==> config.mk <==
export PLATFORM = sky130hd
export DESIGN_NAME = i2s_target
export DESIGN_NICKNAME = d
export VERILOG_FILES = /design/src/rtl/i2s_target.sv
export SDC_FILE = /design/constraint.sdc
export NUM_CORES = 1
export LEC_CHECK = 0
export ABC_AREA = 0
export CORE_MARGIN = 2
export CORE_UTILIZATION = 54
export CTS_BUF_LIST = sky130_fd_sc_hd__clkbuf_4 sky130_fd_sc_hd__clkbuf_8 sky130_fd_sc_hd__clkbuf_16
export DETAILED_ROUTE_END_ITERATION = 10
export MAX_ROUTING_LAYER = met4
export PLACE_DENSITY = 0.77
export REMOVE_ABC_BUFFERS = 1
export SYNTH_ARGS = -nofsm -noshare
export SYNTH_HDL_FRONTEND = slang
export SYNTH_SLANG_ARGS = --single-unit
==> constraint.sdc <==
create_clock -name clk -period 4 [get_ports clk]
set_input_delay 0.8 -clock clk [delete_from_list [all_inputs] [get_ports clk]]
set_output_delay 0.8 -clock clk [all_outputs]
set_load 0.01 [all_outputs]
==> src/rtl/i2s_target.sv <==
// I2S target endpoint: follows external BCLK/LRCLK, deserialises stereo ADC words, serialises DAC words.
// Optional internal loopback (TX serial bit into RX shifter) when I2S_TARGET_LOOPBACK_EN is defined.
module i2s_target #(
   parameter int DATA_WIDTH = 16,
   parameter int CNT_W      = 6
) (
   input  logic                  clk,
   input  logic                  rst_n,
   input  logic                  i2s_bclk,
   input  logic                  i2s_lrclk,
   input  logic                  i2s_sdata_in,
`ifdef I2S_TARGET_LOOPBACK_EN
   input  logic                  lb_en,
`endif
   output logic                  i2s_sdata_out,
   input  logic [DATA_WIDTH-1:0] tx_left,
   input  logic [DATA_WIDTH-1:0] tx_right,
   input  logic                  tx_valid,
   output logic                  tx_ready,
   output logic [DATA_WIDTH-1:0] rx_left,
   output logic [DATA_WIDTH-1:0] rx_right,
   output logic                  rx_valid,
   output logic                  tx_underrun,
   output logic                  locked
);

   localparam logic [CNT_W-1:0] DW_C = CNT_W'(DATA_WIDTH);

   typedef enum logic {SYNC_WAIT = 1'b0, ACTIVE = 1'b1} state_t;
   state_t state_q, state_d;

   logic bclk_s1, bclk_s2, bclk_d;
   logic lr_s1, lr_s2, sd_s1, sd_s2, lr_prev;
   logic rise, fall, change, active, lose_sync, ev_left, ev_right;
   logic rx_bit, shift_en;

   logic [DATA_WIDTH-1:0] rx_shift, rx_shift_nxt, rx_word, left_stage;
   logic [CNT_W-1:0]      bit_cnt, cnt_nxt;
   logic                  have_left;

   logic [DATA_WIDTH-1:0] hold_l, hold_r, pair_r, tx_shift;
   logic [CNT_W-1:0]      tx_cnt;
   logic                  full, accept;

   always_ff @(posedge clk or negedge rst_n) begin
      if (!rst_n) begin
         bclk_s1 <= 1'b0;
         bclk_s2 <= 1'b0;
         bclk_d  <= 1'b0;
         lr_s1   <= 1'b0;
         lr_s2   <= 1'b0;
         sd_s1   <= 1'b0;
         sd_s2   <= 1'b0;
         lr_prev <= 1'b0;
      end else begin
         bclk_s1 <= i2s_bclk;
         bclk_s2 <= bclk_s1;
         bclk_d  <= bclk_s2;
         lr_s1   <= i2s_lrclk;
         lr_s2   <= lr_s1;
         sd_s1   <= i2s_sdata_in;
         sd_s2   <= sd_s1;
         if (rise) lr_prev <= lr_s2;
      end
   end

   assign rise   = bclk_s2 & ~bclk_d;
   assign fall   = ~bclk_s2 & bclk_d;
   assign change = rise & (lr_s2 ^ lr_prev);
   assign active = (state_q == ACTIVE);
   // A slot shorter than two BCLKs means we are no longer aligned to the frame.
   assign lose_sync = active & change & (bit_cnt == '0);
   assign ev_left   = active & change & ~lr_s2 & ~lose_sync;
   assign ev_right  = active & change & lr_s2 & ~lose_sync;
   assign locked    = active;

   always_ff @(posedge clk or negedge rst_n) begin
      if (!rst_n) state_q <= SYNC_WAIT;
      else        state_q <= state_d;
   end

   always_comb begin
      state_d = state_q;
      case (state_q)
         SYNC_WAIT: if (change & ~lr_s2) state_d = ACTIVE;
         ACTIVE:    if (lose_sync) state_d = SYNC_WAIT;
      endcase
   end

`ifdef I2S_TARGET_LOOPBACK_EN
   assign rx_bit = lb_en ? i2s_sdata_out : sd_s2;
`else
   assign rx_bit = sd_s2;
`endif

   assign shift_en     = (bit_cnt < DW_C);
   assign rx_shift_nxt = shift_en ? {rx_shift[DATA_WIDTH-2:0], rx_bit} : rx_shift;
   assign cnt_nxt      = shift_en ? bit_cnt + 1'b1 : bit_cnt;
   // Short slots leave the word right-aligned; shift it up so missing LSBs read as 0.
   assign rx_word      = rx_shift_nxt << (DW_C - cnt_nxt);

   always_ff @(posedge clk or negedge rst_n) begin
      if (!rst_n) begin
         rx_shift   <= '0;
         bit_cnt    <= '0;
         left_stage <= '0;
         have_left  <= 1'b0;
         rx_left    <= '0;
         rx_right   <= '0;
         rx_valid   <= 1'b0;
      end else begin
         rx_valid <= 1'b0;
         if (!active) begin
            rx_shift  <= '0;
            bit_cnt   <= '0;
            have_left <= 1'b0;
         end else if (rise) begin
            if (lose_sync) begin
               rx_shift  <= '0;
               bit_cnt   <= '0;
               have_left <= 1'b0;
            end else if (change) begin
               rx_shift <= '0;
               bit_cnt  <= '0;
               if (lr_s2) begin
                  left_stage <= rx_word;
                  have_left  <= 1'b1;
               end else if (have_left) begin
                  rx_left  <= left_stage;
                  rx_right <= rx_word;
                  rx_valid <= 1'b1;
               end
            end else begin
               rx_shift <= rx_shift_nxt;
               bit_cnt  <= cnt_nxt;
            end
         end
      end
   end

   // tx_valid/tx_ready: a pair transfers on a clk where both are high; the
   // offered pair must hold steady while tx_valid is high and tx_ready is low.
   assign tx_ready = ~full;
   assign accept   = tx_valid & ~full;

   always_ff @(posedge clk or negedge rst_n) begin
      if (!rst_n) begin
         hold_l        <= '0;
         hold_r        <= '0;
         full          <= 1'b0;
         pair_r        <= '0;
         tx_shift      <= '0;
         tx_cnt        <= '0;
         i2s_sdata_out <= 1'b0;
         tx_underrun   <= 1'b0;
      end else begin
         tx_underrun <= 1'b0;
         if (accept) begin
            hold_l <= tx_left;
            hold_r <= tx_right;
            full   <= 1'b1;
         end
         if (!active) begin
            pair_r   <= '0;
            tx_shift <= '0;
            tx_cnt   <= '0;
            if (fall) i2s_sdata_out <= 1'b0;
         end else if (ev_left) begin
            tx_cnt <= '0;
            if (full) begin
               tx_shift <= hold_l;
               pair_r   <= hold_r;
               full     <= 1'b0;
            end else begin
               tx_shift    <= '0;
               pair_r      <= '0;
               tx_underrun <= 1'b1;
            end
         end else if (ev_right) begin
            tx_shift <= pair_r;
            tx_cnt   <= '0;
         end else if (fall) begin
            // Output changes only on falls, so the previous LSB holds through the change rise.
            if (tx_cnt < DW_C) begin
               i2s_sdata_out <= tx_shift[DATA_WIDTH-1];
               tx_shift      <= {tx_shift[DATA_WIDTH-2:0], 1'b0};
               tx_cnt        <= tx_cnt + 1'b1;
            end else begin
               i2s_sdata_out <= 1'b0;
            end
         end
      end
   end

endmodule
# == Yosys cells after proc, flatten, opt, wreduce, memory -nomap -nowiden ==
# Index checks and enable logic that the tools add are counted.
# classes
eq_ne,8
n_addsub,3
shift,1
magnitude_cmp,2
bitwise,18
reduce_logical,8
muxes,51
# op_table
operator,count
$mux 16,14
$mux 6,10
$mux 1,26
$shl 16x6->16,1
$add 6x1->6 const B,2
$lt 6x5->1 const B,2
$and 1x1->1,11
$ne 4x1->1 const B,2
$logic_not 6->1,1
$ne 3x1->1 const B,2
$not 1->1,6
$reduce_and 6->1,1
$sub 5x6->6 const A,1
$reduce_and 5->1,1
$ne 2x1->1 const B,2
$ne 2x2->1 const B,2
$reduce_and 4->1,1
$reduce_and 3->1,1
$reduce_bool 3->1,1
$pmux 1 s2,1
$reduce_and 2->1,1
$reduce_bool 2->1,1
$xor 1x1->1,1
# totals
out_inout_bits,37
regBits,154
word_cells,115
input_bits,38

# == Logic depth before layout (Yosys ltp) ==
# logic_depth
depth_word,10
ltp_mapped,14
depth_no_buf,11

# == Worst setup path before layout ==
# Ideal clock, no wire load.
# synth_timing
kind,reg2reg
from,register bit_cnt[5]
to,register left_stage[14]
arrival_ps,3219
path_buffers,3
required_ps,3872
setup_ps,128
path_stages_with_launch,12
synth_period_minus_slack_ps,3347
path_slack_ps,653
cell_sequence,dfrtp_1 -> buf_6 -> nor2_2 -> buf_2 -> mux2i_1 -> ha_1 -> clkbuf_1 -> xnor2_1 -> xor2_1 -> mux4_1 -> a21oi_1 -> o21ai_0
# synth_between
elab_chain_cells,4
elab_cells_between_ends,10
cone_classes,add/sub: 2; order compare: 1; shift: 1; mux: 2; bitwise: 2; reduce/logical: 2
# synth_rtl
element,line,source
"start, declared",38,"logic [CNT_W-1:0] bit_cnt, cnt_nxt;"
"start signal, assigned",135,bit_cnt <= cnt_nxt;
$add 6x1->6 (tied with other cells),98,assign cnt_nxt = shift_en ? bit_cnt + 1'b1 : bit_cnt;
$mux 6 or $and 1x1->1 (tied branches),"98, 72",
$sub 5x6->6 or $not 1->1 (tied branches),n/a,
$shl 16x6->16 or $reduce_and 5->1 (tied branches),n/a,
"end signal, assigned",126,left_stage <= rx_word;
"end, declared",37,"logic [DATA_WIDTH-1:0] rx_shift, rx_shift_nxt, rx_word, left_stage;"
# Several ways; a longest one is shown, not always the timed one.
# A chain may end at the register's enable or synchronous reset.

# == Final worst setup path ==
# layout_timing
from,register bit_cnt[0]
to,register rx_right[12]
# layout_between
elab_chain_cells,4
elab_cells_between_ends,10
cone_classes,add/sub: 2; order compare: 1; shift: 1; mux: 2; bitwise: 2; reduce/logical: 2
# layout_rtl
element,line,source
$add 6x1->6 (tied with other cells),98,
$mux 6 or $and 1x1->1 (tied branches),"98, 72",
$sub 5x6->6 or $not 1->1 (tied branches),n/a,
$shl 16x6->16 or $reduce_and 6->1 (tied branches),n/a,
"end signal, assigned",130,rx_right <= rx_word;
"end, declared",21,"output logic [DATA_WIDTH-1:0] rx_right,"
# Several ways; a longest one is shown, not always the timed one.

==> results.yml <==
setup_path:
  maximum_fanout_count_along_the_critical_path: 19
  ff2ff_path_depth: 11
  endpoint_arrival_time_on_the_critical_path_ps: 3720
  timing_worst_setup_path_type: "reg2reg"
  timing.critical_path.required_ps: 4270
  origin_of_the_critical_flop_to_flop_path: "bit_cnt[0]$_DFFE_PN0P_"
  reg2reg_setup_slack_ps: 550
  r2r_end: "rx_right[12]$_DFFE_PN0P_"
  critical_path.startpoint_type: "flip-flop"
  worstSetupEndpointType: "flip-flop"
logic_synthesis:
  ys_dominant_reg_cell: "sky130_fd_sc_hd__dfrtp_1"
  seq_area_frac_synth: 0.522
  synth.lib_cells_used.distinct: 68
  post_synth_instance_area_mm2: 0.00738
  asyncSetResetFlopFracSynth: 1.00
  postSynthRegisterBits: 154
  postSynthCellCount: 740
  post_synth.cell_area_avg_um2: 9.98
  number_of_enable_flip_flop_cells_after_synthesis: 0
  total_number_of_yosys_warnings: 0
clock_network:
  clock-sinks: 154
  cts_max_level: 4
  largest_buffer_count_on_any_clock_path: 2
  postcts_resize_cnt: 0
  clockRootBuffer: "sky130_fd_sc_hd__clkbuf_16"
  hold_buffers: 0
  tritoncts_clock_tree: "yes"
  cts_setup_buffers: 0
  cts_inserted_buffers: 17
  clk_latency_ps: 420
  path_clk_slew_ps: 60
outcome:
  outcome: "finished, final reports clean"
floorplan:
  floorplan.die_area_mm2: 0.0146
  chipHeight_um: 121
  initial_core_util: 0.555
  core.rowCount: 42
  core_mm2: 0.0133
  design.portCount: 75
  die_width_um: 121
route:
  vias: 5721
  route.detailed.drc: 0
  drt_pass1_iterations: 4
  antenna_violating_nets_post_route: 0
  drt_iter0_drc: 454
  via_per_inst: 5.83
  routed_wirelength_um: 16900
  route.detailed.wl_per_inst_um: 17.2
min_path:
  hold_path.class: "reg2reg"
  worst_hold_startpoint: "bclk_s1$_DFF_PN0_"
  worst_hold_path.endpoint: "bclk_s2$_DFF_PN0_"
  min_delay_path_depth: 0
placement:
  dp.final_hpwl_um: 11700
  globalplace.congestion: 0.906
  place_inst: 951
  portBuffers: 74
job:
  maxCapViolCount: 0
global_route:
  first_global_vias: 5631
  global_route.overflow_total: 0
  gr-usage-all-layers: 0.254
  initial_antenna_violation_count: 0
  wire_length_of_the_first_global_routing_pass_um: 28400
  grt_max_degree: 100
layout:
  layoutNonFillerInstCount: 982
  n_fill_cell: 1009
  total_area_of_multi_input_combinational_cells_mm2: 0.00328
  final_net_count: 836
  final-seq-area_mm2: 0.00385
  area_growth_syn_to_layout_pct: 19.7
  final_layout_size_suffix_gt1_frac: 0.125
  n_antenna_cell: 0
sta:
  timing.final.crit_period_ps: 3450
  clock-skew-final_ps: 7.48
  worst_pin_slew_ps: 880
  hold_violations: 0
  timing.final.max_slew_violations: 0
  post-route-period-util: 0.862
  grt_setup_unrepaired: "false"
  maxSlewHeadroom: 0.413
  totalNegativeSetupSlack_ps: 0
  max_freq_mhz: 290
  setup-violations-final: 0
pwr:
  p_leak_nw: 3.91
  vdd.ir_drop.worst_mv: 0.360
  power_density_mw_per_mm2: 519
-- routing by layer --
| layer | routed length (um) | track usage | vias up |
|---|---|---|---|
| met5 | 0 | - | - |
| li1 | - | - | 2710 |
| met4 | 379 | 0.0974 | 0 |
| met1 | 7730 | 0.335 | 2838 |
| met2 | 8120 | 0.394 | 144 |
| met3 | 667 | 0.0461 | 29 |
-- Yosys cell counts, types with 5 or more instances --
cell type / instances / area share
sky130_fd_sc_hd__o31ai_1: 10 / 0.010
sky130_fd_sc_hd__mux2_2: 33 / 0.050
sky130_fd_sc_hd__and2_1: 7 / 0.0059
sky130_fd_sc_hd__dfrtp_1: 154 / 0.52
sky130_fd_sc_hd__xor2_1: 5 / 0.0059
sky130_fd_sc_hd__nor3_1: 6 / 0.0041
sky130_fd_sc_hd__a31oi_1: 7 / 0.0059
sky130_fd_sc_hd__o21ai_0: 62 / 0.042
sky130_fd_sc_hd__buf_2: 10 / 0.0068
sky130_fd_sc_hd__clkbuf_1: 38 / 0.019
sky130_fd_sc_hd__and3_1: 8 / 0.0068
sky130_fd_sc_hd__a22o_1: 34 / 0.040
sky130_fd_sc_hd__nor2b_1: 12 / 0.010
sky130_fd_sc_hd__inv_1: 9 / 0.0046
sky130_fd_sc_hd__nand2_1: 134 / 0.068
sky130_fd_sc_hd__a21oi_1: 42 / 0.028
sky130_fd_sc_hd__mux2i_1: 18 / 0.024
sky130_fd_sc_hd__xnor2_1: 5 / 0.0059
sky130_fd_sc_hd__nor2_1: 57 / 0.029
sky130_fd_sc_hd__nand4_1: 6 / 0.0051
sky130_fd_sc_hd__nand3_1: 9 / 0.0061
sky130_fd_sc_hd__or3b_2: 5 / 0.0059
-- worst max-delay path by stage --
stage	from	end	slack, ps	cells past startpoint
floorplan	bit_cnt[0]$_DFFE_PN0P_	rx_right[10]$_DFFE_PN0P_	270	8
global placement	bit_cnt[0]$_DFFE_PN0P_	left_stage[14]$_DFFE_PN0P_	710	9
detailed placement	bit_cnt[0]$_DFFE_PN0P_	rx_right[13]$_DFFE_PN0P_	600	10
CTS	bit_cnt[0]$_DFFE_PN0P_	rx_right[13]$_DFFE_PN0P_	550	10
global route	bit_cnt[0]$_DFFE_PN0P_	left_stage[14]$_DFFE_PN0P_	130	11
finish	bit_cnt[0]$_DFFE_PN0P_	rx_right[12]$_DFFE_PN0P_	550	11
-- critical path, stage by stage, from the launching register on --
cell and delay [ps]:
sky130_fd_sc_hd__dfrtp_1 340, sky130_fd_sc_hd__clkinv_1 250, sky130_fd_sc_hd__ha_1 390, sky130_fd_sc_hd__mux2i_1 220
sky130_fd_sc_hd__ha_1 350, sky130_fd_sc_hd__xnor2_1 180, sky130_fd_sc_hd__xnor2_2 690, sky130_fd_sc_hd__mux2i_1 310
sky130_fd_sc_hd__o21ai_0 110, sky130_fd_sc_hd__nand4_1 130, sky130_fd_sc_hd__a2bb2oi_1 240, sky130_fd_sc_hd__a21oi_1 90
-- stage by stage --
step / hold WS (ps) / total power (W) / worst slack, ps / util / cell area, um^2
2_1_floorplan: 331 / 0.00265 / 270 / - / 7160
3_3_place_gp: 332 / 0.00294 / 711 / 0.619 / 8230
3_5_place_dp: 345 / 0.00299 / 605 / 0.619 / 8230
4_1_cts: 357 / 0.00462 / 553 / 0.665 / 8840
5_1_grt: 369 / 0.00483 / 135 / 0.665 / 8840
6_report: 357 / 0.00459 / 553 / 0.665 / 8840
-- cell usage in the layout (no fill, tap or decap), types with 3 or more instances in the layout --
cell type	n
sky130_fd_sc_hd__a22o_1	34
sky130_fd_sc_hd__clkinvlp_4	4
sky130_fd_sc_hd__a21oi_1	42
sky130_fd_sc_hd__and2_1	7
sky130_fd_sc_hd__xor2_1	5
sky130_fd_sc_hd__a31o_2	4
sky130_fd_sc_hd__nor2_1	56
sky130_fd_sc_hd__o21ai_0	62
sky130_fd_sc_hd__mux2i_1	18
sky130_fd_sc_hd__buf_4	11
sky130_fd_sc_hd__nor3_1	6
sky130_fd_sc_hd__and3_1	8
sky130_fd_sc_hd__nand2_1	134
sky130_fd_sc_hd__o211ai_1	4
sky130_fd_sc_hd__or3b_2	5
sky130_fd_sc_hd__nand2b_1	3
sky130_fd_sc_hd__nor2b_1	11
sky130_fd_sc_hd__xnor2_1	5
sky130_fd_sc_hd__a31oi_1	7
sky130_fd_sc_hd__nand3_1	9
sky130_fd_sc_hd__o22ai_1	3
sky130_fd_sc_hd__dfrtp_1	154
sky130_fd_sc_hd__clkinv_2	4
sky130_fd_sc_hd__bufinv_16	3
sky130_fd_sc_hd__o31ai_1	10
sky130_fd_sc_hd__clkdlybuf4s50_1	73
sky130_fd_sc_hd__inv_1	9
sky130_fd_sc_hd__ha_1	4
sky130_fd_sc_hd__nand4_1	6
sky130_fd_sc_hd__clkbuf_16	17
sky130_fd_sc_hd__mux2_2	33
sky130_fd_sc_hd__or3_1	3
-- report_power, final --
part,total [W],internal (W),switching [W]
sequential,0.00201,0.00183,0.000181
combinational,0.000960,0.000433,0.000527
clock,0.00161,0.00101,0.000610
total,0.00459,0.00327,0.00132
-- cell families after synthesis --
group / Yosys count / synth area share
multiplexers: 53 / 0.0813
flip-flops: 154 / 0.522
AND/OR/NAND/NOR: 264 / 0.164
buffers and inverters: 61 / 0.0347
XOR/XNOR: 13 / 0.0215
AO/OA/AOI/OAI: 191 / 0.169
adder cells (fa/ha/maj): 4 / 0.00678
-- cell type report --
class	instances	share of cell area
Multi-Input combinational cell	525	0.371
Clock buffer	19	0.0513
Inverter	10	0.00425
Timing Repair Buffer	86	0.0956
Tap cell	176	0.0249
Clock inverter	12	0.0169
Sequential cell	154	0.436
-- sequential cells by signal (all words and copies together), names as in the netlist, 6 cells and up --
name	count
tx_shift	16
hold_r	16
rx_shift	16
tx_cnt	6
rx_left	16
left_stage	16
hold_l	16
pair_r	16
rx_right	16
bit_cnt	6
(Power assumes the default switching activity.)
